`src/rtl/sm_regdump_uart.sv`:
```
// sm_regdump_uart
// ---------------
// Register dump engine for the CPU debug port. On a start request it walks
// debug addresses 0..NREGS-1. For each address it captures the value and
// sends it over a transmit-only 8N1 UART as 8 lowercase hex digits, then CR LF.
//
// Parameters
//   BAUD_DIV  clock cycles per UART bit (>= 2)
//   NREGS     number of debug addresses dumped, starting at 0 (1..32)
//
// Ports
//   clk      in   system clock (same clock as the CPU top)
//   rst_n    in   asynchronous active-low reset
//   start    in   dump request, sampled only while idle
//   regAddr  out  debug port address to the CPU top
//   regData  in   debug port data; combinational in regAddr
//   uart_tx  out  serial output, LSB first, idle high
//   busy     out  high from start acceptance until dump completion
//   done     out  one-cycle pulse at dump completion
module sm_regdump_uart #(
  parameter int BAUD_DIV = 434,
  parameter int NREGS    = 32
) (
  input  logic        clk,
  input  logic        rst_n,
  input  logic        start,
  output logic [4:0]  regAddr,
  input  logic [31:0] regData,
  output logic        uart_tx,
  output logic        busy,
  output logic        done
);

  localparam int             BW        = $clog2(BAUD_DIV);
  localparam logic [BW-1:0]  BAUD_LAST = BW'(BAUD_DIV - 1);
  localparam logic [4:0]     LAST_REG  = 5'(NREGS - 1);

  typedef enum logic [2:0] {IDLE, SETADDR, LATCH, TX, FINISH} state_t;

  state_t         stateReg, stateNext;
  logic [BW-1:0]  baudReg, baudNext;
  logic [3:0]     bitReg, bitNext;      // 0 = start, 1..8 = data, 9 = stop
  logic [3:0]     charReg, charNext;    // 0..7 hex digits, 8 = CR, 9 = LF
  logic [4:0]     idxReg, idxNext;
  logic [31:0]    shadowReg, shadowNext;
  logic           txReg, txNext;
  logic [7:0]     charByte;

  // ASCII code of character charIdx of the line for value.
  function automatic logic [7:0] encodeChar(input logic [3:0] charIdx,
                                            input logic [31:0] value);
    logic [3:0] nib;
    case (charIdx[2:0])
      3'd0:    nib = value[31:28];
      3'd1:    nib = value[27:24];
      3'd2:    nib = value[23:20];
      3'd3:    nib = value[19:16];
      3'd4:    nib = value[15:12];
      3'd5:    nib = value[11:8];
      3'd6:    nib = value[7:4];
      default: nib = value[3:0];
    endcase
    if (charIdx == 4'd8)      return 8'h0D;
    else if (charIdx == 4'd9) return 8'h0A;
    else if (nib < 4'd10)     return 8'h30 + {4'h0, nib};
    else                      return 8'h57 + {4'h0, nib};  // 0xa -> 0x61
  endfunction

  always_ff @(posedge clk or negedge rst_n) begin
    if (!rst_n) begin
      stateReg  <= IDLE;
      baudReg   <= '0;
      bitReg    <= '0;
      charReg   <= '0;
      idxReg    <= '0;
      shadowReg <= '0;
      txReg     <= 1'b1;
    end else begin
      stateReg  <= stateNext;
      baudReg   <= baudNext;
      bitReg    <= bitNext;
      charReg   <= charNext;
      idxReg    <= idxNext;
      shadowReg <= shadowNext;
      txReg     <= txNext;
    end
  end

  always_comb begin
    stateNext  = stateReg;
    baudNext   = baudReg;
    bitNext    = bitReg;
    charNext   = charReg;
    idxNext    = idxReg;
    shadowNext = shadowReg;
    case (stateReg)
      IDLE: begin
        if (start) begin
          idxNext   = '0;
          stateNext = SETADDR;
        end
      end
      SETADDR: stateNext = LATCH;  // one cycle for regData to settle
      LATCH: begin
        shadowNext = regData;
        charNext   = '0;
        bitNext    = '0;
        baudNext   = '0;
        stateNext  = TX;
      end
      TX: begin
        if (baudReg == BAUD_LAST) begin
          baudNext = '0;
          if (bitReg == 4'd9) begin
            bitNext = '0;
            if (charReg == 4'd9) begin
              charNext = '0;
              if (idxReg == LAST_REG) begin
                stateNext = FINISH;
              end else begin
                idxNext   = idxReg + 5'd1;
                stateNext = SETADDR;
              end
            end else begin
              charNext = charReg + 4'd1;
            end
          end else begin
            bitNext = bitReg + 4'd1;
          end
        end else begin
          baudNext = baudReg + 1'b1;
        end
      end
      FINISH:  stateNext = IDLE;
      default: stateNext = IDLE;
    endcase
  end

  // The serial line is registered from the next-state view, so it changes
  // exactly on the edge that starts a bit and never glitches.
  always_comb begin
    charByte = encodeChar(charNext, shadowNext);
    txNext   = 1'b1;
    if (stateNext == TX) begin
      if (bitNext == 4'd0)       txNext = 1'b0;
      else if (bitNext <= 4'd8)  txNext = charByte[3'(bitNext - 4'd1)];
    end
  end

  assign busy    = (stateReg == SETADDR) || (stateReg == LATCH) || (stateReg == TX);
  assign done    = (stateReg == FINISH);
  assign regAddr = busy ? idxReg : 5'd0;
  assign uart_tx = txReg;

endmodule
```
`config.mk`:
```
export PLATFORM = sky130hd
export DESIGN_NAME = sm_regdump_uart
export DESIGN_NICKNAME = d
export VERILOG_FILES = /design/src/rtl/sm_regdump_uart.sv
export SDC_FILE = /design/constraint.sdc
export NUM_CORES = 1
export LEC_CHECK = 0
export ABC_AREA = 0
export CAP_MARGIN = 10
export CORE_ASPECT_RATIO = 0.8
export CORE_MARGIN = 5
export CORE_UTILIZATION = 55
export DETAILED_ROUTE_END_ITERATION = 7
export PLACE_DENSITY = 0.9
export SLEW_MARGIN = 20
export SYNTH_ARGS = -nofsm -noshare
export SYNTH_HDL_FRONTEND = slang
export SYNTH_SLANG_ARGS = --single-unit
```
`constraint.sdc`:
```
create_clock -name clk -period 7 [get_ports clk]
set_input_delay 2.1 -clock clk [delete_from_list [all_inputs] [get_ports clk]]
set_output_delay 2.1 -clock clk [all_outputs]
set_load 0.02 [all_outputs]
```
[Word-level counts from Yosys, hierarchy flattened]
Index checks and enable logic that the tools add are counted.
Word-level totals
  flip-flop bits (word level): 58
Operators by class
  add/sub/neg operators: 7
  $lt $le $gt $ge: 3
  equal/unequal tests: 22
  muxes and demuxes: 32
  reduce and logical (&&, ||, !) cells: 8
Operators with widths (number)
  2-to-1 mux 32 bit: 1
  2-to-1 mux 5 bit: 6
  case mux 4 bit (7 select lines): 1
  2-to-1 mux 8 bit: 3
  2-to-1 mux 4 bit: 5
  case mux 9 bit (2 select lines): 1
  equality test 4 bit (second input constant): 4
  case mux 4 bit (2 select lines): 2
  equality test 3 x 2 -> 1 bit (second input constant): 5
  2-to-1 mux 3 bit: 5
  equality test 3 bit (second input constant): 4
  case mux 3 bit (4 select lines): 1
  inequality test 2 bit (second input constant): 5
  case mux 5 bit (2 select lines): 1
  adder 9 x 1 -> 9 bit (second input constant): 1
  equality test 9 bit (second input constant): 1
  2-to-1 mux 9 bit: 1
  adder 4 x 1 -> 4 bit (second input constant): 2
  adder 7 x 4 -> 8 bit (first input constant): 1
  adder 6 x 4 -> 7 bit (first input constant): 1
  equality test 3 x 1 -> 1 bit (second input constant): 2
  logical NOT 3 bit: 2
  AND reduction 6 bit: 1
  adder 5 x 1 -> 5 bit (second input constant): 1
  other kinds (10): 15

[Logic depth before layout (Yosys ltp)]
Gate-level depths: netlist (run 1).
  depth after elaboration: 16
  depth in mapped cells: 18
  gate-level depth less buffers: 16

[Least setup slack after synthesis (run 1)]
No wires, ideal clock.
  path type: input port to flip-flop
  start: input port regData[12]
  end: register txReg (netlist: uart_tx)
  setup time: 0.081 ns
  arrival: 3.829 ns
  required time: 6.919 ns
  path slack: 3.089 ns
  stages on the path: 11
  buffers on the path: 0
  cell sequence: mux2_2 > mux2_2 > a211oi_1 > a31oi_1 > inv_1 > ha_1 > a311oi_2 > a221oi_1 > o21ai_1 > a21oi_1 > o211ai_1
Between the ends
  cells in the longest elaborated chain, start to end: 11
  elaborated cells between the ends (all ways): 13
RTL lines
  from (decl): RTL line 28  | input logic [31:0] regData,
  2-to-1 mux 32 bit *: RTL line 96  | case (stateReg)
  case mux 4 bit (7 select lines) *: RTL line 53  | case (charIdx[2:0])
  adder 7 x 4 -> 8 bit, or another cell as far along: RTL line 66  | else return 8'h57 + {4'h0, nib};
  2-to-1 mux 8 bit *: RTL line 65  | else if (nib < 4'd10) return 8'h30 + {4'h0, nib};
  2-to-1 mux 8 bit *: RTL line 64  | else if (charIdx == 4'd9) return 8'h0A;
  2-to-1 mux 8 bit *: RTL line 63  | if (charIdx == 4'd8) return 8'h0D;
  binary-select mux 1 bit (select 3 bit) *: RTL line 146  | else if (bitNext <= 4'd8) txNext = charByte[3'(bitNext - 4'd1)];
  2-to-1 mux 1 bit (not written as such) *: RTL line 146
  2-to-1 mux 1 bit *: RTL line 146
  2-to-1 mux 1 bit *: RTL line 145  | if (bitNext == 4'd0) txNext = 1'b0;
  2-to-1 mux 1 bit *: RTL line 144  | if (stateNext == TX) begin
  via txNext: RTL line 46  | logic txReg, txNext;
  to (signal assigned): RTL line 85  | txReg <= txNext;
  to (decl): RTL line 46
Mark *: on every way through the listed nets, which the timed path passes. The rest lies on a longest branch. The select of a mux whose other input is x is not followed.
A chain may end at the register's enable or synchronous reset.

[Worst setup path after layout (run 1)]
  start: register stateReg[0]
  end: output port regAddr[0]
Between the ends
  cells in the longest elaborated chain, start to end: 4
  elaborated cells between the ends (all ways): 6
RTL lines
  from (decl): RTL line 40  | state_t stateReg, stateNext;
  from (signal assigned): RTL line 79  | stateReg <= stateNext;
  equality test 3 x 1 -> 1 bit / equality test 3 x 2 -> 1 bit (equally long branches): RTL line 150  | assign busy = (stateReg == SETADDR) || (stateReg == LATCH) || (stateReg == TX);
  logical OR 1 bit: RTL line 150
  logical OR 1 bit *: RTL line 150
  2-to-1 mux 5 bit *: RTL line 152  | assign regAddr = busy ? idxReg : 5'd0;
  to (decl): RTL line 27  | output logic [4:0] regAddr,
Every way passes the cells marked *; elsewhere a longest branch is shown, timed or not.

==> results of run 1 <==
[layer usage]
layer | track usage | up-vias | part of all wire
met4 | 0.06171 | 0 | 0.016
met1 | 0.2559 | 1279 | 0.43
met3 | 0.06900 | 11 | 0.067
li1 | - | 1227 | -
met5 | 0 | - | 0
met2 | 0.3395 | 102 | 0.48
[synthesized netlist by cell type (all sizes together) (2+ instances only)]
library cell   n
clkbuf         5
a21oi          8
a21o           4
or2            2
and3           6
mux2i          6
ha             8
a311oi         2
o31a           2
o22a           2
nand4          6
o211ai         4
nor2          26
a22o           4
a21boi         3
nand2b         3
o21ai         23
nor4           5
o31ai          4
nand3          7
o21bai         2
and2           7
nor2b          4
nand3b         2
nand4b         2
xnor2          5
nor3           5
buf            9
or3            2
mux2          42
nand2         23
dfrtp         57
inv           15
[stage by stage]
step / power, mW / setup WS, ns / utilization / instances
floorplan: 0.4938 / 3.089 / - / 318
global placement: 0.5366 / 2.562 / 0.6402 / 428
detailed placement: 0.5469 / 2.377 / 0.6402 / 428
CTS: 0.8766 / 2.612 / 0.6753 / 443
global route: 0.9153 / 2.497 / 0.6753 / 443
finish: 0.8728 / 2.624 / 0.6753 / 443
[cell families (layout without fill, tap and decap cells)]
group	after synthesis	in the layout
AO/OA/AOI/OAI	64	64
XOR/XNOR	6	6
adder cells (fa/ha/maj)	8	8
buffers and inverters	29	73
flip-flops	58	58
multiplexers	48	48
AND/OR/NAND/NOR	105	105
[flip-flops by register name, summed over array words and instances, names as in the netlist]
| register | cells |
|---|---|
| charReg | 4 |
| shadowReg | 32 |
| idxReg | 5 |
| baudReg | 9 |
| bitReg | 4 |
| stateReg | 3 |
| uart_tx | 1 |
[cell type report]
type                    count  area, µm²
repair buffers             43      422.9
multi-input cells         231       1732
inverters                  15      56.30
well taps                  81      101.3
fillers                   459       1909
flip-flops and latches     58       1453
clock inverters             6      82.58
clock buffers               9      123.9
[where the power goes]
part / switching [mW] / leakage, nW / internal, mW
Combinational: 0.0620 / 0.858 / 0.0730
Sequential: 0.0274 / 0.711 / 0.381
Clock: 0.133 / 0.105 / 0.196
Total: 0.222 / 1.67 / 0.650
[worst min-delay path by stage]
| stage | end | slack [ns] | depth (start not counted) |
|---|---|---|---|
| after floorplan | baudReg[8]$_DFFE_PN0N_ | 0.44 | 1 |
| after global placement | baudReg[8]$_DFFE_PN0N_ | 0.46 | 1 |
| after detailed placement | baudReg[8]$_DFFE_PN0N_ | 0.47 | 1 |
| after CTS | baudReg[8]$_DFFE_PN0N_ | 0.48 | 1 |
| after global routing | shadowReg[26]$_DFF_PN0_ | 0.50 | 1 |
| final | baudReg[8]$_DFFE_PN0N_ | 0.49 | 1 |
==> results.md, run 1 <==
- Status: finished, final reports clean
- Clk sinks: 58
- Max Freq: 228.5 MHz
- Top delay family on crit path: flip-flops
- Post-cts resize count: 0
- Post-CTS Setup Bufs: 0
- Fin nets: 401
- # DRC: 0
- Crit Path Category: register to output port
- Gr usage total: 0.2048
- Commonest non-fill, non-tap cells in the layout: 57 x dfrtp_1, 41 x clkdlybuf4s50_1, 40 x mux2_2
- CP cell instances: nor2_1 -> nor2_1 -> and2_1 -> clkdlybuf4s50_1
- Number of global-route vias before repair: 2559
- Mux cell area share after synthesis: 0.1706
- DR vias/cell: 5.912
- # setup viols final: 0
- Final Slew Violations: 0
- CP arrival: 2.28 ns
- Design area: 3971 µm²
- Fraction of layout cells with a size suffix above 1: 0.2072
- Drt total wl: 7.463 mm
- EDFF count, synth: 0
- Gate Count Post-Synth: 318
- Buffers & Inverters on Critical Path: 1
- CP peak stage delay: 0.67 ns
- Die width: 96.79 µm
- Antenna Cells: 0
- Synth warn: 0
- Row cnt: 25
- Core area: 5881 µm²
- Pin count of the biggest net entering global routing: 59
- Reg-to-reg slack, setup: 2.71 ns
- Post-Syn Area: 3314 µm²
- Final Hold Fails: 0
- Die Y: 79.44 µm
- Slowest cell on the critical path: dfrtp_1
- Required time worst endpoint: 4.90 ns
- DRT antenna net count: 0
- Initial antenna violation count: 0
- Clock Pin Slew Worst Setup and Hold Paths: 0.07 ns
- R2R depth: 13
- DP Area: 3765 µm²
- Remaining Overflow, GRT: 0
- Post-synthesis simple-gate area fraction: 0.1699
- Maximum buffer depth of the clock tree: 2
- Slew @ Worst Pin: 1.008 ns
- RSZ-0062 raised after global routing: false
- Initial Util: 0.5636
- XOR/XNOR share of the synthesized area: 0.01586
- Worst skew pair latency: 0.34 ns
- Hold-fix buffers, CTS: 0
- Hold_sp: baudReg[8]$_DFFE_PN0N_
- CTS tree: done
- Clock Tree Root: clkbuf_8
- Max VDD drop: 126.4 µV
- Hold_ws: 0.4889 ns
- Leakage dissipation: 1.673 nW
- Total vias in the final route: 2619
- Post-synth ARST share: 1.000
- Most common cell after layout, fill and taps aside: dfrtp_1
- Worst slew margin: 0.3265
- Hold crit path type: register to register
- Top post-synthesis cells by area: dfrtp_1 43%, mux2_2 14%, o21ai_0 3.3%
- Critical Path Stages: 4
- Port bufs: 42
- Boundary pin count: 43
- Minimum clock period: 4.376 ns
- Synth Area in Compound Gates: 0.1359
- R2R Path Start: stateReg[0]$_DFF_PN0_
- Reg2reg end: uart_tx$_DFF_PN1_
- Clock skew: 0.01101 ns
- Global placement routability congestion: 0.8120
- Final setup TNS: 0 ns
- Post-Synth Adder-Cell Area: 0.03020
- Largest family of logic cells by synthesized area: multiplexers
- H-Tree Depth: 3
- #FFs+latches synth: 58
- Worst setup SP type: register
- Post-synth top flop: dfrtp_1
- Critical Path Start: stateReg[0]$_DFF_PN0_
- Post-synthesis sequential area ratio: 0.4383
- Number of DRC markers in iteration 0: 167
- Max Cap Viol: 0
- WL/cell: 16.85 µm
- Area leader, netlist: dfrtp_1
- Final worst path period share: 0.6252
- DRT Pass-1 Iters: 5
- Top cell type's share of synthesized area: 0.4304
- Synth unique cells: 62
- First-pass GRT wire length: 12.51 mm
- Post-Syn Nets: 361
- Power per cell area: 219.8 nW/µm²
- Area grow syn2layout: 19.82%
- Crit end category: output port
- Critical path's most frequent cell: nor2_1
- DP Wirelength: 5.245 mm
- Avg Cell Area, Syn: 10.42 µm²
- Crit path to: regAddr[0]
- Die area: 7689 µm²
- Number of CTS-inserted buffers: 9
- Crit-path max FO: 16
Power figures use the tool's default switching activity.
==> run 2: changes to the inputs <==
--- a/config.mk
+++ b/config.mk
@@ -9,9 +9,9 @@
 export CAP_MARGIN = 10
 export CORE_ASPECT_RATIO = 0.8
 export CORE_MARGIN = 5
-export CORE_UTILIZATION = 55
+export CORE_UTILIZATION = 50
 export DETAILED_ROUTE_END_ITERATION = 7
-export PLACE_DENSITY = 0.9
+export PLACE_DENSITY = 0.86
 export SLEW_MARGIN = 20
 export SYNTH_ARGS = -nofsm -noshare
 export SYNTH_HDL_FRONTEND = slang
==> constraint.sdc (replaced) <==
create_clock -name clk -period 3.75 [get_ports clk]
set_input_delay 1.125 -clock clk [delete_from_list [all_inputs] [get_ports clk]]
set_output_delay 1.125 -clock clk [all_outputs]
set_load 0.02 [all_outputs]
==> run 2 against run 1 <==
Compared with the run above:
- highest routed layer unchanged
- register-to-register slack got worse by 2.5 ns
- hold slack improved by 0.0056 ns
- utilization decreased by 4.0 points
- wire length increased by 1.6%
- first-iteration DRC count decreased by 2.4%
- count of clock-buffer cells in the layout increased by 2
- largest cell class unchanged
- global-route usage decreased by 1.8 points
- clock skew decreased by 0.0041 ns
==> results.md, run 2 (synthesis gave the netlist of run 1 again) <==
- Status: finished, final reports clean
- Hold_sp: shadowReg[4]$_DFF_PN0_
- Clock Tree Root: clkbuf_8
- Critical Path Start: baudReg[2]$_DFFE_PN0N_
- Max Freq: 282.0 MHz
- Layout Cells excl Fill: 457 (+3.2%)
- Number of DRC markers in iteration 0: 163 (-2.4%)
- DRT Pass-1 Iters: 5 (unchanged)
- Max VDD drop: 207.4 µV (+64%)
- Number of CTS-inserted buffers: 9 (unchanged)
- Crit Path Category: register to register
- Max Cap Viol: 0 (unchanged)
- Commonest non-fill, non-tap cells in the layout: 57 x dfrtp_1, 41 x clkdlybuf4s50_1, 40 x mux2_2
- Leakage dissipation: 1.743 nW (+4.1%)
- Hold-fix buffers, CTS: 0 (unchanged)
- Worst slew margin: 0.5135 (+0.1871)
- Largest register FFs: 32 (unchanged)
- Port bufs: 42 (unchanged)
- Row cnt: 26 (+4.0%)
- Placed insts: 440 (+2.8%)
- CTS tree: done
- Slowest cell on the critical path: or4b_4
- Die area: 8367 µm² (+8.8%)
- Clk sinks: 58 (unchanged)
- Final Hold Fails: 0 (unchanged)
- Largest registers: shadowReg (32), baudReg (9), idxReg (5)
- DR vias/cell: 5.869 (-0.73%)
- Worst setup SP type: register
- Global placement routability congestion: 0.8801 (+8.4%)
- Hold crit path type: register to register
- WL/cell: 16.59 µm (-1.5%)
- Fin nets: 411 (+2.5%)
- Area grow syn2layout: 22.84%
- DP Wirelength: 5.528 mm (+5.4%)
- Crit path to: uart_tx$_DFF_PN1_
- Pin count of the biggest net entering global routing: 59 (unchanged)
- CP cell instances: or4b_4 -> or2_4 -> o211ai_2 -> o31ai_4 -> buf_4 -> mux2i_4 -> mux2i_4 -> inv_1 -> ha_1 -> a311oi_2 -> a221oi_1 -> o21ai_1 -> a21oi_1 -> o211ai_1
- Drt total wl: 7.581 mm (+1.6%)
- Crit-path max FO: 12 (-4)
- Minimum clock period: 3.546 ns
- Core area: 6409 µm² (+9.0%)
- Fin util: 0.6353 (-0.04002)
- Overall Power: 1.571 mW (+80%)
- H-Tree Depth: 3 (unchanged)
- Reg-to-reg slack, setup: 0.20 ns (-2.51 ns)
- Critical path's most frequent cell: mux2i_4
- Remaining Overflow, GRT: 0 (unchanged)
- Total vias in the final route: 2682 (+2.4%)
- Number of global-route vias before repair: 2683 (+4.8%)
- Required time worst endpoint: 4.02 ns (-0.88 ns)
- DRT antenna net count: 0 (unchanged)
- Final setup TNS: 0 ns (unchanged)
- Clock Pin Slew Worst Setup and Hold Paths: 0.06 ns (about the same)
- # setup viols final: 0 (unchanged)
- Worst skew pair latency: 0.35 ns (about the same)
- Maximum buffer depth of the clock tree: 2 (unchanged)
- Gr usage total: 0.1863 (-0.01847)
- # DRC: 0 (unchanged)
- Reg2reg end: uart_tx$_DFF_PN1_
- R2R depth: 14 (+1)
- CP peak stage delay: 0.62 ns (-0.05 ns)
- Boundary pin count: 43 (unchanged)
- Clock skew: 0.006876 ns (-0.004134 ns)
- CP arrival: 3.81 ns (+1.53 ns)
- Initial antenna violation count: 0 (unchanged)
- Largest reg by FF count: shadowReg
- Antenna Cells: 0 (unchanged)
- Die Y: 82.82 µm (+4.3%)
- First-pass GRT wire length: 12.52 mm (about the same)
- Fraction of layout cells with a size suffix above 1: 0.2306 (+0.02338)
- R2R Path Start: baudReg[2]$_DFFE_PN0N_
- Die width: 101.0 µm (+4.4%)
- Final worst path period share: 0.9457
- Initial Util: 0.5172 (-0.04644)
- Crit end category: register
- Final Slew Violations: 0 (unchanged)
- Power per cell area: 385.8 nW/µm² (+76%)
- Slew @ Worst Pin: 0.7297 ns (-0.2785 ns)
- RSZ-0062 raised after global routing: false
- Most common cell after layout, fill and taps aside: dfrtp_1
[run 2: cell count changes in the layout (fill, tap and decap cells not counted), sizes merged]
cell,previous run,this run
clkinv,3,2
clkinvlp,1,2
buf,2,12
clkbuf,9,11
bufinv,2,1
[run 2: worst min-delay path by stage]
stage / to / cells past startpoint
finish: shadowReg[4]$_DFF_PN0_ / 1
global placement: baudReg[8]$_DFFE_PN0N_ / 1
detailed placement: baudReg[8]$_DFFE_PN0N_ / 1
global route: shadowReg[30]$_DFF_PN0_ / 1
CTS: baudReg[8]$_DFFE_PN0N_ / 1
floorplan: baudReg[8]$_DFFE_PN0N_ / 1
[run 2: timing repair]
item | in CTS | in global routing
resized for setup | 0 | 6
endpoints found under the setup margin | 0 | 1
setup buffers | 0 | 1
[run 2: area by class of cell]
cell class / instances / area (µm²)
well taps: 84 / 105.1
clock inverters: 5 / 55.05
flip-flops and latches: 58 / 1453
clock buffers: 11 / 131.4
inverters: 15 / 56.30
fillers: 494 / 2337
repair buffers: 53 / 498.0
multi-input cells: 231 / 1773
[run 2: stage by stage]
step | instance area [µm²] | hold WS (ns) | worst slack [ns]
global route | 4071 | 0.5149 | 0.02040
global placement | 3836 | 0.4700 | 0.2282
floorplan | 3314 | 0.4449 | 0.3459
CTS | 4023 | 0.4885 | 0.002749
detailed placement | 3836 | 0.4754 | 0.005272
finish | 4071 | 0.4945 | 0.2036
[run 2: critical path, delay by kind of cell, from the launching register on]
kind,cells,cell delay [ns]
AO/OA/AOI/OAI,7,1.10
adder cells (fa/ha/maj),1,0.31
buffers and inverters,2,0.26
flip-flops,1,0.41
multiplexers,2,0.41
AND/OR/NAND/NOR,2,0.98
[run 2: power breakdown]
part | total [mW] | switching [mW] | internal, mW
Clock | 0.552 | 0.247 | 0.304
Combinational | 0.258 | 0.122 | 0.136
Sequential | 0.761 | 0.0493 | 0.712
Total | 1.57 | 0.419 | 1.15
[run 2: metal layers]
layer  up-vias  part of all wire  track usage
li1       1248                 -            -
met1      1308              0.44       0.2419
met2       116              0.46       0.2887
met3        10             0.083      0.06198
met4         0             0.012      0.06884
met5         -                 0            0
==> run 3: changes to the inputs <==
==> constraint.sdc (replaced) <==
create_clock -name clk -period 3.75 [get_ports clk]
set_input_delay 1.125 -clock clk [delete_from_list [all_inputs] [get_ports clk]]
set_output_delay 1.125 -clock clk [all_outputs]
set_load 0.1 [all_outputs]
==> run 3 against run 2 <==
Compared with the run above:
- clock skew is 0.0068 ns higher
- hold slack better by 0.0030 ns
- via count is 3.5% lower
==> results.md, run 3 (synthesis gave the netlist of run 1 again) <==
- RSZ-0062 raised after global routing: false
- WL/cell: 15.87 µm (-4.3%)
- Reg2reg end: uart_tx$_DFF_PN1_
- Gate power share: 0.165 (about the same)
- DRT antenna net count: 0 (unchanged)
- Crit end category: register
- Final Slew Violations: 0 (unchanged)
- Number of CTS-inserted buffers: 9 (unchanged)
- Int Pwr: 1.121 mW (-2.6%)
- DRT Pass-1 Iters: 5 (unchanged)
- Drt total wl: 7.254 mm (-4.3%)
- Commonest non-fill, non-tap cells in the layout: 57 x dfrtp_1, 40 x mux2_2, 33 x clkdlybuf4s50_1
- Core area: 6409 µm² (unchanged)
- DP Wirelength: 5.484 mm (-0.80%)
- Final worst path period share: 0.9503 (+0.004557)
- Placed insts: 441 (+0.23%)
- Status: finished, final reports clean
- Gr usage total: 0.1858 (-0.0005129)
- Fin nets: 411 (unchanged)
- Maximum buffer depth of the clock tree: 2 (unchanged)
- Leakage dissipation: 1.773 nW (+1.7%)
- Hold crit path type: register to register
- Worst Hold Path EP: shadowReg[17]$_DFF_PN0_
- Sw frac: 0.2662 (-0.0005147)
- H-Tree Depth: 3 (unchanged)
- Largest reg by FF count: shadowReg
- DP Area: 3839 µm² (about the same)
- Max VDD drop: 212.7 µV (+2.6%)
- Final setup TNS: 0 ns (unchanged)
- CTS tree: done
- Sw Pwr: 0.4068 mW (-2.9%)
- Die width: 101.0 µm (unchanged)
- R2R Path Start: baudReg[1]$_DFFE_PN0N_
- Reg-to-reg slack, setup: 0.19 ns (-0.02 ns)
- Hold_sp: shadowReg[17]$_DFF_PN0_
- Max Cap Viol: 0 (unchanged)
- Clock group share of total power: 0.336 (-0.015)
- Row cnt: 26 (unchanged)
- Worst slew margin: 0.3867 (-0.1269)
- Crit-path max FO: 4 (-8)
- Port bufs: 42 (unchanged)
- # DRC: 0 (unchanged)
- Fraction of layout cells with a size suffix above 1: 0.2547 (+0.02413)
- CP arrival: 3.82 ns (about the same)
- Required time worst endpoint: 4.01 ns (about the same)
- Crit Path Category: register to register
- Die Y: 82.82 µm (unchanged)
- Antenna Cells: 0 (unchanged)
- Number of DRC markers in iteration 0: 195 (+20%)
- Clock Tree Root: clkbuf_8
- Final Hold Fails: 0 (unchanged)
- Worst skew pair latency: 0.34 ns (about the same)
- Design area: 4045 µm² (-0.65%)
- Initial Util: 0.5172 (unchanged)
- Clk sinks: 58 (unchanged)
- Area grow syn2layout: 22.05%
- Boundary pin count: 43 (unchanged)
- Initial antenna violation count: 0 (unchanged)
- Global placement routability congestion: 0.8794 (about the same)
- Power per cell area: 377.8 nW/µm² (-2.1%)
- Largest registers: shadowReg (32), baudReg (9), idxReg (5)
- Remaining Overflow, GRT: 0 (unchanged)
- Clock Pin Slew Worst Setup and Hold Paths: 0.06 ns (about the same)
- Proportion of power drawn by flip-flops and latches: 0.499 (+0.015)
- Die area: 8367 µm² (unchanged)
- Pin count of the biggest net entering global routing: 43 (-27%)
- Slew @ Worst Pin: 0.9200 ns (+0.1903 ns)
- First-pass GRT wire length: 12.36 mm (-1.2%)
- Number of global-route vias before repair: 2534 (-5.6%)
- Hold Path Cell Cnt: 1 (unchanged)
- Total vias in the final route: 2588 (-3.5%)
- Clock skew: 0.01367 ns (+0.006792 ns)
- Minimum clock period: 3.563 ns (+0.01709 ns)
- R2R depth: 15 (+1)
- # setup viols final: 0 (unchanged)
- Max Freq: 280.6 MHz (-0.48%)
- Largest register FFs: 32 (unchanged)
- DR vias/cell: 5.663 (-3.5%)
- Most common cell after layout, fill and taps aside: dfrtp_1
- Worst setup SP type: register
- Layout Cells excl Fill: 457 (unchanged)
-- run 3: cell types whose count changed in the layout (fill, tap and decap cells not counted) --
| cell | before | now |
|---|---|---|
| bufinv_16 | 1 | 0 |
| clkinv_4 | 0 | 1 |
| clkinvlp_4 | 2 | 1 |
| buf_4 | 11 | 18 |
| buf_12 | 0 | 1 |
| mux2i_2 | 0 | 1 |
| clkdlybuf4s50_1 | 41 | 33 |
| mux2i_4 | 3 | 2 |
| nor2_4 | 1 | 0 |
| nor2_2 | 0 | 1 |
| clkbuf_1 | 2 | 1 |
| clkbuf_8 | 9 | 11 |
-- run 3: how the worst max path moves through the flow --
stage	to	start	depth (start not counted)
4_1_cts	uart_tx$_DFF_PN1_	baudReg[2]$_DFFE_PN0N_	13
5_1_grt	uart_tx$_DFF_PN1_	baudReg[1]$_DFFE_PN0N_	15
6_report	uart_tx$_DFF_PN1_	baudReg[1]$_DFFE_PN0N_	15
2_1_floorplan	regAddr[0]	stateReg[0]$_DFF_PN0_	4
3_5_place_dp	uart_tx$_DFF_PN1_	baudReg[2]$_DFFE_PN0N_	13
3_3_place_gp	uart_tx$_DFF_PN1_	baudReg[2]$_DFFE_PN0N_	13
-- run 3: power groups by stage --
stage	Sequential, mW	Clock, mW	Combinational [mW]
after global routing	0.771	0.562	0.288
after floorplan	0.755	0	0.166
after global placement	0.764	0	0.241
final	0.762	0.514	0.252
after CTS	0.760	0.535	0.254
after detailed placement	0.771	0	0.253
-- run 3: critical path: stages, from the launching register on --
cell and delay [ns]:
dfrtp_1 0.39, inv_1 0.08, ha_1 0.14, nand4_1 0.27
nor4_4 0.38, mux2i_2 0.41, mux2_2 0.38, a211oi_1 0.24
a31oi_1 0.06, inv_1 0.10, ha_1 0.25, a311oi_2 0.25
a221oi_1 0.15, o21ai_1 0.16, a21oi_1 0.06, o211ai_1 0.17
-- run 3: routing by layer --
layer	global-route usage	wire, µm
met2	0.2630	3267
met1	0.2718	3379
met4	0.06522	99
met5	0	0
met3	0.05109	507
-- run 3: layout make-up --
class,instances,area [µm²]
clock buffer,12,155.1
clock inverter,4,26.28
fill,511,2364
inverter,15,56.30
multi-input combinational,231,1759
sequential,58,1453
tap,84,105.1
timing repair buffer,53,490.5
-- run 3: what timing repair did --
item,in CTS,in global routing
setup buffers,0,0
hold buffers,0,0
endpoints found under the setup margin,0,1
resized for setup,0,3
-- run 3: through the flow --
step	util	worst slack [ns]	total power, mW	hold slack (ns)
2_1_floorplan	-	0.1239	0.9217	0.4449
3_3_place_gp	0.5990	0.1918	1.005	0.4739
3_5_place_dp	0.5990	0.07923	1.024	0.4830
4_1_cts	0.6273	0.05653	1.549	0.4973
5_1_grt	0.6312	0.03029	1.621	0.5115
6_report	0.6312	0.1866	1.528	0.4975
